File: config.mk
export PLATFORM = sky130hd
export DESIGN_NAME = i2c_bus_event_decoder_flat
export DESIGN_NICKNAME = d
export VERILOG_FILES = /design/src/rtl/i2c_pkg.sv /design/src/rtl/i2c_bus_event_decoder_if.sv /design/src/rtl/i2c_glitch_filter.sv /design/src/rtl/i2c_bus_event_decoder.sv /design/src/flat_wrapper.sv
export SDC_FILE = /design/constraint.sdc
export NUM_CORES = 1
export LEC_CHECK = 0
export CORE_UTILIZATION = 45
export DETAILED_ROUTE_END_ITERATION = 6
export PLACE_DENSITY_LB_ADDON = 0.25
export SKIP_LAST_GASP = 1
export SYNTH_ARGS = -nofsm -noshare
export SYNTH_HDL_FRONTEND = slang
export SYNTH_SLANG_ARGS = --single-unit
File: constraint.sdc
create_clock -name clk -period 1.3 [get_ports clk]
set_clock_uncertainty 0.1 [all_clocks]
set_input_delay 0.26 -clock clk [delete_from_list [all_inputs] [get_ports clk]]
set_output_delay 0.26 -clock clk [all_outputs]
set_load 0.005 [all_outputs]
File: src/rtl/i2c_pkg.sv
// Shared constants and types for the I2C bus event decoder.
package i2c_pkg;
    localparam int FILTER_LEN_DEFAULT = 3;
    localparam int BITS_PER_BYTE      = 8;
    localparam int ACK_BIT_IDX        = 8;
    // Wide enough for the full FILTER_LEN range of 1..15.
    localparam int FILT_CNT_W         = 4;

    typedef enum logic {
        BUS_IDLE = 1'b0,
        BUS_BUSY = 1'b1
    } bus_state_t;
endpackage

File: src/rtl/i2c_bus_event_decoder_if.sv
// Raw I2C lines in, filtered levels and decoded bus events out.
// Every *_valid / *_pulse output is a one-cycle strobe with no ready; the consumer must take it that cycle.
interface i2c_bus_event_decoder_if;
    import i2c_pkg::*;

    logic       sda;
    logic       scl;
    logic       sda_f;
    logic       scl_f;
    logic       start_pulse;
    logic       stop_pulse;
    logic       bit_valid;
    logic       bit_val;
    logic       byte_valid;
    logic [7:0] byte_data;
    logic       ack_valid;
    logic       ack;
    logic [3:0] bit_cnt;
    logic       bus_busy;
    bus_state_t bus_state;

    modport master (
        output sda, scl,
        input  sda_f, scl_f, start_pulse, stop_pulse, bit_valid, bit_val,
               byte_valid, byte_data, ack_valid, ack, bit_cnt, bus_busy, bus_state
    );

    modport slave (
        input  sda, scl,
        output sda_f, scl_f, start_pulse, stop_pulse, bit_valid, bit_val,
               byte_valid, byte_data, ack_valid, ack, bit_cnt, bus_busy, bus_state
    );
endinterface

File: src/rtl/i2c_glitch_filter.sv
// Two-flop synchronizer followed by a persistence filter for one I2C line.
module i2c_glitch_filter
    import i2c_pkg::*;
#(
    parameter int FILTER_LEN = FILTER_LEN_DEFAULT
) (
    input  logic clk,
    input  logic reset,
    input  logic i_raw,
    output logic o_filt
);
    localparam logic [FILT_CNT_W-1:0] CNT_LAST = FILT_CNT_W'(FILTER_LEN - 1);

    logic                  r_sync1;
    logic                  r_sync2;
    logic                  r_filt;
    logic [FILT_CNT_W-1:0] r_cnt;

    always_ff @(posedge clk) begin
        if (reset) begin
            r_sync1 <= 1'b1;
            r_sync2 <= 1'b1;
            r_filt  <= 1'b1;
            r_cnt   <= '0;
        end else begin
            r_sync1 <= i_raw;
            r_sync2 <= r_sync1;
            // The level flips on the FILTER_LEN-th consecutive disagreeing cycle.
            if (r_sync2 != r_filt) begin
                if (r_cnt == CNT_LAST) begin
                    r_filt <= r_sync2;
                    r_cnt  <= '0;
                end else begin
                    r_cnt <= r_cnt + 1'b1;
                end
            end else begin
                r_cnt <= '0;
            end
        end
    end

    assign o_filt = r_filt;
endmodule

File: src/rtl/i2c_bus_event_decoder.sv
// Decodes START/STOP, data bits, bytes and ACK from filtered SDA/SCL levels.
module i2c_bus_event_decoder
    import i2c_pkg::*;
#(
    parameter int FILTER_LEN = FILTER_LEN_DEFAULT
) (
    input  logic                    clk,
    input  logic                    reset,
    i2c_bus_event_decoder_if.slave  bus
);
    localparam logic [3:0] LAST_DATA_IDX = 4'(BITS_PER_BYTE - 1);
    localparam logic [3:0] ACK_IDX       = 4'(ACK_BIT_IDX);

    logic       w_sda_f;
    logic       w_scl_f;
    logic       w_scl_rise;
    logic       w_scl_hold_hi;
    logic       w_sda_fall;
    logic       w_sda_rise;

    bus_state_t r_state;
    logic       r_sda_prev;
    logic       r_scl_prev;
    logic [6:0] r_shift;
    logic [3:0] r_bit_cnt;
    logic       r_start_pulse;
    logic       r_stop_pulse;
    logic       r_bit_valid;
    logic       r_bit_val;
    logic       r_byte_valid;
    logic [7:0] r_byte_data;
    logic       r_ack_valid;
    logic       r_ack;

    i2c_glitch_filter #(.FILTER_LEN(FILTER_LEN)) u_sda_filt (
        .clk(clk), .reset(reset), .i_raw(bus.sda), .o_filt(w_sda_f)
    );

    i2c_glitch_filter #(.FILTER_LEN(FILTER_LEN)) u_scl_filt (
        .clk(clk), .reset(reset), .i_raw(bus.scl), .o_filt(w_scl_f)
    );

    // START/STOP need SCL high in both this and the previous cycle, so an SDA
    // change coinciding with an SCL rise is treated as data, not a condition.
    assign w_scl_rise    =  w_scl_f & ~r_scl_prev;
    assign w_scl_hold_hi =  w_scl_f &  r_scl_prev;
    assign w_sda_fall    = ~w_sda_f &  r_sda_prev;
    assign w_sda_rise    =  w_sda_f & ~r_sda_prev;

    always_ff @(posedge clk) begin
        if (reset) begin
            r_state       <= BUS_IDLE;
            r_sda_prev    <= 1'b1;
            r_scl_prev    <= 1'b1;
            r_shift       <= '0;
            r_bit_cnt     <= '0;
            r_start_pulse <= 1'b0;
            r_stop_pulse  <= 1'b0;
            r_bit_valid   <= 1'b0;
            r_bit_val     <= 1'b0;
            r_byte_valid  <= 1'b0;
            r_byte_data   <= '0;
            r_ack_valid   <= 1'b0;
            r_ack         <= 1'b0;
        end else begin
            r_sda_prev    <= w_sda_f;
            r_scl_prev    <= w_scl_f;
            r_start_pulse <= 1'b0;
            r_stop_pulse  <= 1'b0;
            r_bit_valid   <= 1'b0;
            r_byte_valid  <= 1'b0;
            r_ack_valid   <= 1'b0;

            if (w_scl_hold_hi && w_sda_fall) begin
                r_start_pulse <= 1'b1;
                r_state       <= BUS_BUSY;
                r_bit_cnt     <= '0;
                r_shift       <= '0;
            end else if (w_scl_hold_hi && w_sda_rise) begin
                r_stop_pulse  <= 1'b1;
                r_state       <= BUS_IDLE;
                r_bit_cnt     <= '0;
            end else if (w_scl_rise && (r_state == BUS_BUSY)) begin
                if (r_bit_cnt == ACK_IDX) begin
                    r_ack_valid <= 1'b1;
                    r_ack       <= ~w_sda_f;
                    r_bit_cnt   <= '0;
                end else begin
                    r_bit_valid <= 1'b1;
                    r_bit_val   <= w_sda_f;
                    r_shift     <= {r_shift[5:0], w_sda_f};
                    r_bit_cnt   <= r_bit_cnt + 1'b1;
                    if (r_bit_cnt == LAST_DATA_IDX) begin
                        r_byte_valid <= 1'b1;
                        r_byte_data  <= {r_shift, w_sda_f};
                    end
                end
            end
        end
    end

    assign bus.sda_f       = w_sda_f;
    assign bus.scl_f       = w_scl_f;
    assign bus.start_pulse = r_start_pulse;
    assign bus.stop_pulse  = r_stop_pulse;
    assign bus.bit_valid   = r_bit_valid;
    assign bus.bit_val     = r_bit_val;
    assign bus.byte_valid  = r_byte_valid;
    assign bus.byte_data   = r_byte_data;
    assign bus.ack_valid   = r_ack_valid;
    assign bus.ack         = r_ack;
    assign bus.bit_cnt     = r_bit_cnt;
    assign bus.bus_busy    = (r_state == BUS_BUSY);
    assign bus.bus_state   = r_state;
endmodule

File: src/flat_wrapper.sv
// flat-port wrapper written by rule: the top's interface ports become plain ports
module i2c_bus_event_decoder_flat import i2c_pkg::*;
#(
    parameter int FILTER_LEN = FILTER_LEN_DEFAULT
)
  (clk, reset, bus_sda, bus_scl, bus_sda_f, bus_scl_f, bus_start_pulse, bus_stop_pulse, bus_bit_valid, bus_bit_val, bus_byte_valid, bus_byte_data, bus_ack_valid, bus_ack, bus_bit_cnt, bus_bus_busy, bus_bus_state);
  i2c_bus_event_decoder_if bus_i ();
  input  logic clk;
  input  logic reset;
  input wire logic [$bits(bus_i.sda)-1:0] bus_sda;
  input wire logic [$bits(bus_i.scl)-1:0] bus_scl;
  output wire logic [$bits(bus_i.sda_f)-1:0] bus_sda_f;
  output wire logic [$bits(bus_i.scl_f)-1:0] bus_scl_f;
  output wire logic [$bits(bus_i.start_pulse)-1:0] bus_start_pulse;
  output wire logic [$bits(bus_i.stop_pulse)-1:0] bus_stop_pulse;
  output wire logic [$bits(bus_i.bit_valid)-1:0] bus_bit_valid;
  output wire logic [$bits(bus_i.bit_val)-1:0] bus_bit_val;
  output wire logic [$bits(bus_i.byte_valid)-1:0] bus_byte_valid;
  output wire logic [$bits(bus_i.byte_data)-1:0] bus_byte_data;
  output wire logic [$bits(bus_i.ack_valid)-1:0] bus_ack_valid;
  output wire logic [$bits(bus_i.ack)-1:0] bus_ack;
  output wire logic [$bits(bus_i.bit_cnt)-1:0] bus_bit_cnt;
  output wire logic [$bits(bus_i.bus_busy)-1:0] bus_bus_busy;
  output wire logic [$bits(bus_i.bus_state)-1:0] bus_bus_state;
  assign bus_i.sda = bus_sda;
  assign bus_i.scl = bus_scl;
  assign bus_sda_f = bus_i.sda_f;
  assign bus_scl_f = bus_i.scl_f;
  assign bus_start_pulse = bus_i.start_pulse;
  assign bus_stop_pulse = bus_i.stop_pulse;
  assign bus_bit_valid = bus_i.bit_valid;
  assign bus_bit_val = bus_i.bit_val;
  assign bus_byte_valid = bus_i.byte_valid;
  assign bus_byte_data = bus_i.byte_data;
  assign bus_ack_valid = bus_i.ack_valid;
  assign bus_ack = bus_i.ack;
  assign bus_bit_cnt = bus_i.bit_cnt;
  assign bus_bus_busy = bus_i.bus_busy;
  assign bus_bus_state = bus_i.bus_state;
  i2c_bus_event_decoder #(.FILTER_LEN(FILTER_LEN)) u_core (.clk(clk), .reset(reset), .bus(bus_i));
endmodule
==> summary.md, run 1 <==
| Metric | Value |
|---|---|
| Number of hold buffers added after cts | 0 |
| Drt pass-1 iters | 4 |
| First-pass GRT wire length | 7400 um |
| Gate Count Post-Synth | 182 |
| Final hold vios | 0 |
| Peak VDD IR | 0.700 mV |
| Synth cell types | 30 |
| CTS sink cnt | 43 |
| Failing checks | setup timing |
| Row count | 21 |
| Hold Path End | u_core.u_scl_filt.o_filt$_SDFFE_PP1P_ |
| Worst Min Path Start | reset |
| CP bufs+invs | 2 |
| DR WL met2 | 2410 um |
| Mapped Area | 1690 um2 |
| Final #Nets | 255 |
| Sequential fraction of the synthesis area | 0.509 |
| Arr. time, crit path | 1.66 ns |
| CTS clock-pin slew for the worst setup and hold paths | 0.09 ns |
| Primary FF master, synth | dfxtp_1 |
| CTS tree | done |
| Final Cycle Share | 1.17 |
| Avg Cell Area, Syn | 9.29 um2 |
| Placer Congestion | 0.806 |
| Clock Tree Root | clkbuf_8 |
| RSZ-0062 raised after global routing | true |
| Cell Chain, Critical Path | buf_6 > inv_4 > ha_4 > and3b_2 > or3_4 > a21oi_2 |
| Pin slew with the least headroom to its limit | 0.324 ns |
| Ys Warns | 0 |
| Final Core Density | 0.768 |
| Synth area leaders | dfxtp_1, a21oi_1, nand3_1 |
| Vias | 1,576 |
| Critical Path Sink Type | flop |
| Critical path's top delay family | simple AND/OR/NAND/NOR gates |
| DRC errors left | 0 |
| Ant. Diodes | 0 |
| Clock tree buffer depth | 2 |
| Final setup viols | 29 |
| Port bufs | 26 |
| Outcome | finished with violations |
| Min setup slack post-route | -0.224 ns |
| Synthesized Nets | 192 |
| Post-synth EDFFs | 0 |
| CP Class | flop to flop |
| Routed wire length | 4610 um |
| ANT nets after route | 0 |
| Startpoint types | flop |
| CTS Buf Count | 5 |
| DR WL/cell | 15.8 um |
| Iteration-0 DRC Markers | 124 |
| Reg-to-Reg Start | u_core.bus.bit_cnt[0]$_SDFFE_PP0N_ |
| Global route total overflow | 0 |
| Post-synth top cells | dfxtp_1, a21oi_1, nand3_1 |
| Maximum clock frequency | 0.656 GHz |
| Clock Latency Late Sink | 0.30 ns |
| Power density over the cells | 915 nW/um2 |
| Lkg Pwr | 1.10 nW |
| Die ar. | 4010 um2 |
| H-tree levels | 2 |
| # IOs | 27 |
| Initial Util | 0.488 |
| Synth top area share | 0.509 |
| Highest routing layer actually used | met4 |
| R2R setup slack | -0.22 ns |
| Syn-to-layout area delta | 57.4% |
| CP max FO | 3 |
| Filler Cell Count | 241 |
| R2R depth | 6 |
| Worst Hold Class | input pin to flop |
| WL met1 | 1940 um |
| Dpl hpwl | 2570 um |
| Die span in x | 63.3 um |
| Critical Path Max Stage Delay | 0.37 ns |
| Fraction of registers with async set/reset | 0 |
| WL met3 | 219 um |
| Pins Over Slew Limit | 0 |
| Count leader, synth | dfxtp_1 |
| Worst slew margin relative to its limit | 0.784 |
| Req. time, crit path | 1.44 ns |
| Core area | 3470 um2 |
| Proportion of layout cells with a drive suffix above 1 | 0.508 |
| Min Clock Period, post-route | 1.52 ns |
| Hold path depth | 2 |
| Seq cells post-synth | 43 |
| Initial antenna violation count | 0 |
| Die height | 63.3 um |
| Max Cap Violations | 0 |
| Tot GR Track Use | 0.236 |
| Reg2Reg Capture Point | u_core.r_shift[3]$_SDFFE_PP0P_ |
| Cell taking the most area after synthesis | dfxtp_1 |
| Worst hold slack | 0.310 ns |
| Worst path slowest cell | or3_4 |
| Vias in the first global route | 1,619 |
| Via density per instance | 5.40 |
| Pin count of the biggest net entering global routing | 16 |
cell type report:
type | count | area, um2 | share of cell area
clock inverters | 3 | 43.8 | 0.0164
multi-input cells | 122 | 986 | 0.370
clock buffers | 5 | 68.8 | 0.0258
repair buffers | 66 | 586 | 0.220
inverters | 7 | 28.8 | 0.0108
flip-flops and latches | 43 | 892 | 0.335
well taps | 46 | 57.6 | 0.0216
layer usage:
layer / vias up / track usage
li1: 757 / -
met1: 762 / 0.285
met2: 51 / 0.405
met3: 6 / 0.0525
met4: 0 / 0.0966
met5: - / 0
sequential cells by signal, indices dropped and copies added, names as in the netlist, 4 cells and up:
signal                   cells
u_core.bus.byte_data         8
u_core.r_shift               7
u_core.u_scl_filt.r_cnt      4
u_core.u_sda_filt.r_cnt      4
u_core.bus.bit_cnt           4
cells in the final DEF, fill, tap and decap left out, types with 5 or more instances in the layout:
master,netlist,layout
a21oi_2,0,11
dlygate4sd2_1,0,17
a21oi_1,22,11
nor2_1,10,7
clkbuf_8,0,5
buf_6,0,9
nand3_1,19,9
nand3_2,0,10
or2_2,6,6
dfxtp_2,0,10
nand3b_1,4,5
buf_4,4,30
dfxtp_4,0,5
dfxtp_1,43,28
o21ai_1,0,10
metrics by stage:
stage / setup TNS, ns / cell area [um2] / worst slack (ns) / cells / power (mW)
floorplan: -0.0870 / 1760 / -0.0509 / 182 / 1.39
global placement: -7.68 / 2180 / -0.291 / 265 / 1.42
detailed placement: -9.02 / 2180 / -0.334 / 265 / 1.42
CTS: -2.76 / 2540 / -0.198 / 288 / 2.44
global route: -4.89 / 2660 / -0.289 / 292 / 2.52
finish: -3.12 / 2660 / -0.224 / 292 / 2.44
report_power, final:
| group | internal [mW] | total [mW] | switching, mW |
|---|---|---|---|
| clock network | 0.572 | 1.05 | 0.477 |
| logic | 0.0353 | 0.0691 | 0.0338 |
| registers | 1.31 | 1.32 | 0.00455 |
cell families (layout without fill, tap and decap cells):
kind of cell | count (synthesis) | after routing | share of synthesized area
simple gates | 63 | 64 | 0.215
xor+xnor | 7 | 7 | 0.0362
flops | 43 | 43 | 0.509
buf+inv | 18 | 81 | 0.0510
compound gates | 45 | 45 | 0.145
fa+ha+maj | 6 | 6 | 0.0444
worst register-to-register path, cell delays in order, from the launching register on:
cell     delay [ns]
dfxtp_2        0.35
buf_6          0.11
inv_4          0.04
ha_4           0.15
and3b_2        0.22
or3_4          0.37
a21oi_2        0.14
worst max path at each step:
stage               slack [ns]  cells past startpoint                                from                             end
global route             -0.29                      7  u_core.bus.bit_cnt[0]$_SDFFE_PP0N_  u_core.r_shift[3]$_SDFFE_PP0P_
finish                   -0.22                      6  u_core.bus.bit_cnt[0]$_SDFFE_PP0N_  u_core.r_shift[3]$_SDFFE_PP0P_
detailed placement       -0.33                      4                               reset  u_core.r_shift[4]$_SDFFE_PP0P_
floorplan                -0.05                      5  u_core.bus.bit_cnt[0]$_SDFFE_PP0N_  u_core.r_shift[3]$_SDFFE_PP0P_
CTS                      -0.20                      1  u_core.bus.bit_cnt[2]$_SDFFE_PP0N_                  bus_bit_cnt[2]
global placement         -0.29                      4                               reset  u_core.r_shift[6]$_SDFFE_PP0P_
repair_timing:
item / CTS / global route
resized for setup: 78 / 40
pin swaps: 20 / 19
buffers inserted: 14 / 4
cloned: 2 / 0
setup endpoints to repair: 56 / 39
Power figures use the tool's default switching activity.
==> run 2, diff against run 1 <==
--- a/config.mk
+++ b/config.mk
@@ -7,7 +7,7 @@
 export LEC_CHECK = 0
 export CORE_UTILIZATION = 45
 export DETAILED_ROUTE_END_ITERATION = 6
-export PLACE_DENSITY_LB_ADDON = 0.25
+export PLACE_DENSITY_LB_ADDON = 0.1
 export SKIP_LAST_GASP = 1
 export SYNTH_ARGS = -nofsm -noshare
 export SYNTH_HDL_FRONTEND = slang
==> summary.md, run 2 (synthesis results as in run 1) <==
| Metric | Value |
|---|---|
| Outcome | finished with violations |
| Failing checks | setup timing |
| Vias in the first global route | 1,471 |
| Sw Ratio | 0.219 |
| Finished Layout Cells | 287 |
| Tot GR Track Use | 0.224 |
| Max Cap Violations | 0 |
| RSZ-0062 raised after global routing | true |
| Dpl hpwl | 2590 um |
| Critical Path Max Stage Delay | 0.37 ns |
| DRC errors left | 0 |
| Die height | 63.3 um |
| Clock Tree Root | clkbuf_8 |
| Global route total overflow | 0 |
| Die ar. | 4010 um2 |
| Critical Path Sink Type | flop |
| Commonest non-fill, non-tap cells in the layout | dfxtp_1, buf_4, dlygate4sd2_1, a21oi_1, nand3_1 |
| Worst path slowest cell | or3_4 |
| Hold path depth | 1 |
| NetSw | 482 uW |
| Comb power frac | 0.031 |
| Pins Over Slew Limit | 0 |
| Overall Power | 2.20 mW |
| Initial Util | 0.488 |
| Final #Nets | 250 |
| H-tree levels | 2 |
| CTS sink cnt | 43 |
| Peak VDD IR | 0.622 mV |
| Pin slew with the least headroom to its limit | 0.389 ns |
| R2R depth | 5 |
| Ant. Diodes | 0 |
| ANT nets after route | 0 |
| Final Cycle Share | 1.12 |
| Worst slew margin relative to its limit | 0.741 |
| Row count | 21 |
| CTS clock-pin slew for the worst setup and hold paths | 0.08 ns |
| CP max FO | 5 |
| Max reg flops | 8 |
| Final setup viols | 27 |
| Core area | 3470 um2 |
| Maximum clock frequency | 0.684 GHz |
| Filler Cell Count | 259 |
| Power density over the cells | 858 nW/um2 |
| Req. time, crit path | 1.44 ns |
| Pin count of the biggest net entering global routing | 18 |
| Pre-CTS setup slack | -0.270 ns |
| Setup tns final | -1.31 ns |
| Min Clock Period, post-route | 1.46 ns |
| Clock tree buffer depth | 2 |
| # IOs | 27 |
| Vias | 1,508 |
| Min setup slack post-route | -0.162 ns |
| Syn-to-layout area delta | 51.6% |
| Clock Latency Late Sink | 0.30 ns |
| Startpoint types | flop |
| Drt pass-1 iters | 4 |
| Die span in x | 63.3 um |
| Number of hold buffers added after cts | 0 |
| Commonest non-fill, non-tap cell in the layout | dfxtp_1 |
| Lkg Pwr | 1.02 nW |
| CP Class | flop to flop |
| Int Pwr | 1.72 mW |
| Via density per instance | 5.25 |
| Sequential share of power | 0.600 |
| First-pass GRT wire length | 6820 um |
| DR WL/cell | 14.5 um |
| Initial antenna violation count | 0 |
| CP bufs+invs | 1 |
| Critical path's top delay family | simple AND/OR/NAND/NOR gates |
| Proportion of layout cells with a drive suffix above 1 | 0.485 |
| Cell Chain, Critical Path | inv_2 > ha_4 > and3b_2 > or3_4 > a21oi_2 |
| Port bufs | 26 |
| Placed insts | 265 |
| Placer Congestion | 0.744 |
| Routed wire length | 4180 um |
| Final hold vios | 0 |
| CTS tree | done |
| Arr. time, crit path | 1.60 ns |
| Worst Hold Class | flop to flop |
| Clock power share | 0.369 |
| Stages on worst setup path | 5 |
| CTS Buf Count | 5 |
| R2R setup slack | -0.16 ns |
| Iteration-0 DRC Markers | 84 |
[run 2: cell types whose count changed in the layout (fill, tap and decap cells not counted), sizes merged]
cell | previous run | this run
buf | 41 | 37
bufinv | 1 | 0
clkbuf | 9 | 5
clkdlybuf4s15 | 0 | 3
clkdlybuf4s50 | 2 | 3
clkinv | 2 | 3
dlymetal6s2s | 2 | 1
[run 2: metal layers]
metal	track usage	vias up	wire (um)	part of all wire
li1	-	749	-	-
met2	0.383	39	2100	0.50
met4	0.105	0	109	0.026
met1	0.260	706	1800	0.43
met5	0	-	0	0
met3	0.0543	14	166	0.040
[run 2: area by class of cell]
class / count / area, um2 / area share
clock buffer: 5 / 68.8 / 0.0268
inverter: 7 / 26.3 / 0.0102
tap: 46 / 57.6 / 0.0224
clock inverter: 3 / 15.0 / 0.00586
timing repair buffer: 61 / 528 / 0.206
sequential: 43 / 891 / 0.347
multi-input combinational: 122 / 977 / 0.381
[run 2: power by group through the flow]
stage	Combinational, mW	Sequential [mW]	Clock [mW]
6_report	0.0679	1.32	0.811
5_1_grt	0.0735	1.32	0.901
4_1_cts	0.0627	1.32	0.830
3_5_place_dp	0.0588	1.36	0
3_3_place_gp	0.0563	1.36	0
2_1_floorplan	0.0298	1.36	0
[run 2: path summary, 6_finish.rpt]
kind / startpoint / end
worst max-delay path: u_core.bus.bit_cnt[0]$_SDFFE_PP0N_ / u_core.r_shift[3]$_SDFFE_PP0P_
worst min-delay path: u_core.u_sda_filt.r_sync1$_SDFF_PP1_ / u_core.u_sda_filt.r_sync2$_SDFF_PP1_
worst max register to register: u_core.bus.bit_cnt[0]$_SDFFE_PP0N_ / u_core.r_shift[3]$_SDFFE_PP0P_
worst min register to register: u_core.u_sda_filt.r_sync1$_SDFF_PP1_ / u_core.u_sda_filt.r_sync2$_SDFF_PP1_
[run 2: what timing repair did]
item	CTS	global route
gates resized for setup	81	27
pin swaps	16	15
endpoints found under the hold margin	0	0
gates cloned	1	0
setup endpoints to repair	52	38
buffers inserted	14	2
[run 2: metrics by stage]
| step | hold WS (ns) | util | area (um2) |
|---|---|---|---|
| finish | 0.311 | 0.739 | 2560 |
| CTS | 0.313 | 0.709 | 2460 |
| detailed placement | 0.295 | 0.626 | 2170 |
| global placement | 0.295 | 0.626 | 2170 |
| global route | 0.331 | 0.739 | 2560 |
| floorplan | 0.264 | - | 1760 |
[run 2: worst reg2reg max path, cell delays in order, from the launching register on]
cell     delay (ns)
dfxtp_2        0.34
inv_2          0.05
ha_4           0.16
and3b_2        0.24
or3_4          0.37
a21oi_2        0.14
==> run 3, diff against run 2 <==
--- a/config.mk
+++ b/config.mk
@@ -8,6 +8,7 @@
 export CORE_UTILIZATION = 45
 export DETAILED_ROUTE_END_ITERATION = 6
 export PLACE_DENSITY_LB_ADDON = 0.1
+export REMOVE_ABC_BUFFERS = 1
 export SKIP_LAST_GASP = 1
 export SYNTH_ARGS = -nofsm -noshare
 export SYNTH_HDL_FRONTEND = slang
==> summary.md, run 3 (synthesis results as in run 1) <==
| Metric | Value |
|---|---|
| Maximum clock frequency | 0.653 GHz |
| Max reg flops | 8 |
| Die height | 63.3 um |
| Footprint of the multi-input gates | 1060 um2 |
| Worst slew margin relative to its limit | 0.790 |
| # IOs | 27 |
| Initial Util | 0.488 |
| Final Cycle Share | 1.18 |
| DRC errors left | 0 |
| Worst Hold Class | flop to flop |
| Port bufs | 26 |
| CTS sink cnt | 43 |
| Die ar. | 4010 um2 |
| Commonest non-fill, non-tap cell in the layout | buf_4 |
| Min setup slack post-route | -0.232 ns |
| Drt pass-1 iters | 4 |
| Final #Nets | 270 |
| Final hold vios | 0 |
| Peak VDD IR | 0.624 mV |
| Clock Tree Root | clkbuf_8 |
| Vias in the first global route | 1,661 |
| CTS clock-pin slew for the worst setup and hold paths | 0.08 ns |
| Die span in x | 63.3 um |
| Pre-CTS setup slack | -0.278 ns |
| Clock tree buffer depth | 2 |
| Pins Over Slew Limit | 0 |
| Arr. time, crit path | 1.62 ns |
| Power density over the cells | 814 nW/um2 |
| Clock Latency Late Sink | 0.30 ns |
| Final setup viols | 28 |
| Min Clock Period, post-route | 1.53 ns |
| Initial antenna violation count | 0 |
| CP max FO | 5 |
| Outcome | finished with violations |
| Placer Congestion | 0.817 |
| Row count | 21 |
| Req. time, crit path | 1.39 ns |
| CP Class | flop to flop |
| Iteration-0 DRC Markers | 48 |
| Vias | 1,656 |
| Filler Cell Count | 197 |
| Dpl hpwl | 2570 um |
| Tot GR Track Use | 0.246 |
| CTS Buf Count | 5 |
| DR WL/cell | 17.0 um |
| Global route total overflow | 0 |
| RSZ-0062 raised after global routing | true |
| First-pass GRT wire length | 7510 um |
| Core area | 3470 um2 |
| H-tree levels | 2 |
| Ant. Diodes | 0 |
| Failing checks | setup timing |
| CTS tree | done |
| Lkg Pwr | 1.18 nW |
| Syn-to-layout area delta | 70.3% |
| Via density per instance | 5.39 |
| Finished Layout Cells | 307 |
| Pin slew with the least headroom to its limit | 0.310 ns |
| Startpoint types | flop |
| Pin count of the biggest net entering global routing | 15 |
| Commonest non-fill, non-tap cells in the layout | buf_4, dfxtp_1, dlygate4sd2_1, buf_6, a21oi_2 |
| Critical Path Sink Type | flop |
| Proportion of layout cells with a drive suffix above 1 | 0.586 |
| Max Cap Violations | 0 |
| Register area | 890 um2 |
| Routed wire length | 5210 um |
| Overall Power | 2.35 mW |
| Number of hold buffers added after cts | 0 |
| Worst hold slack | 0.323 ns |
| ANT nets after route | 0 |
| Placed insts | 273 |
[run 3: cell count changes in the layout (fill, tap and decap cells not counted), moves of 4 or more]
cell / delta
buf_4: +12
a21oi_1: -6
a21oi_2: +6
buf_6: +6
nand3_1: -6
nand3_2: +5
o21ai_0: -4
[run 3: stage by stage]
step	util	area, um2	setup TNS (ns)
final	0.830	2880	-3.10
after global routing	0.830	2880	-4.41
after CTS	0.761	2640	-2.48
after detailed placement	0.631	2190	-8.59
after global placement	0.631	2190	-7.61
after floorplan	-	1630	-2.87
[run 3: where the power goes]
group          internal (mW)  switching, mW
sequential              1.32        0.00490
clock                  0.485          0.451
combinational         0.0467         0.0413
[run 3: final timing paths]
kind / slack, ns / cells past startpoint / to / from
worst min register to register: 0.32 / 1 / u_core.u_sda_filt.r_sync2$_SDFF_PP1_ / u_core.u_sda_filt.r_sync1$_SDFF_PP1_
worst max register to register: -0.23 / 7 / u_core.bus.byte_data[0]$_SDFFE_PP0P_ / u_core.bus.bit_cnt[1]$_SDFFE_PP0N_
worst min-delay path: 0.32 / 1 / u_core.u_sda_filt.r_sync2$_SDFF_PP1_ / u_core.u_sda_filt.r_sync1$_SDFF_PP1_
worst max-delay path: -0.23 / 7 / u_core.bus.byte_data[0]$_SDFFE_PP0P_ / u_core.bus.bit_cnt[1]$_SDFFE_PP0N_
[run 3: layout make-up]
class,count,share of cell area
clock buffers,8,0.0348
inverters,7,0.00912
multi-input cells,121,0.369
flip-flops and latches,43,0.309
well taps,46,0.0200
repair buffers,82,0.258
[run 3: repair_timing]
item                       in CTS  in global routing
setup buffers                  19                 10
setup endpoints to repair      57                 37
gates resized for setup        99                 59
gates cloned                    1                  1
pin swaps                      26                 29
[run 3: worst max-delay path: stages, from the launching register on]
cell and delay (ns):
dfxtp_2 0.35, buf_4 0.11, buf_6 0.10, ha_4 0.14, nand3b_1 0.15, buf_6 0.18
o21ai_1 0.21, a21oi_2 0.09
[run 3: metal layers]
layer	up-vias	wire length, um	GRT usage
met2	47	2770	0.437
met4	0	204	0.119
met5	-	0	0
li1	786	-	-
met3	19	235	0.0743
met1	804	2000	0.264
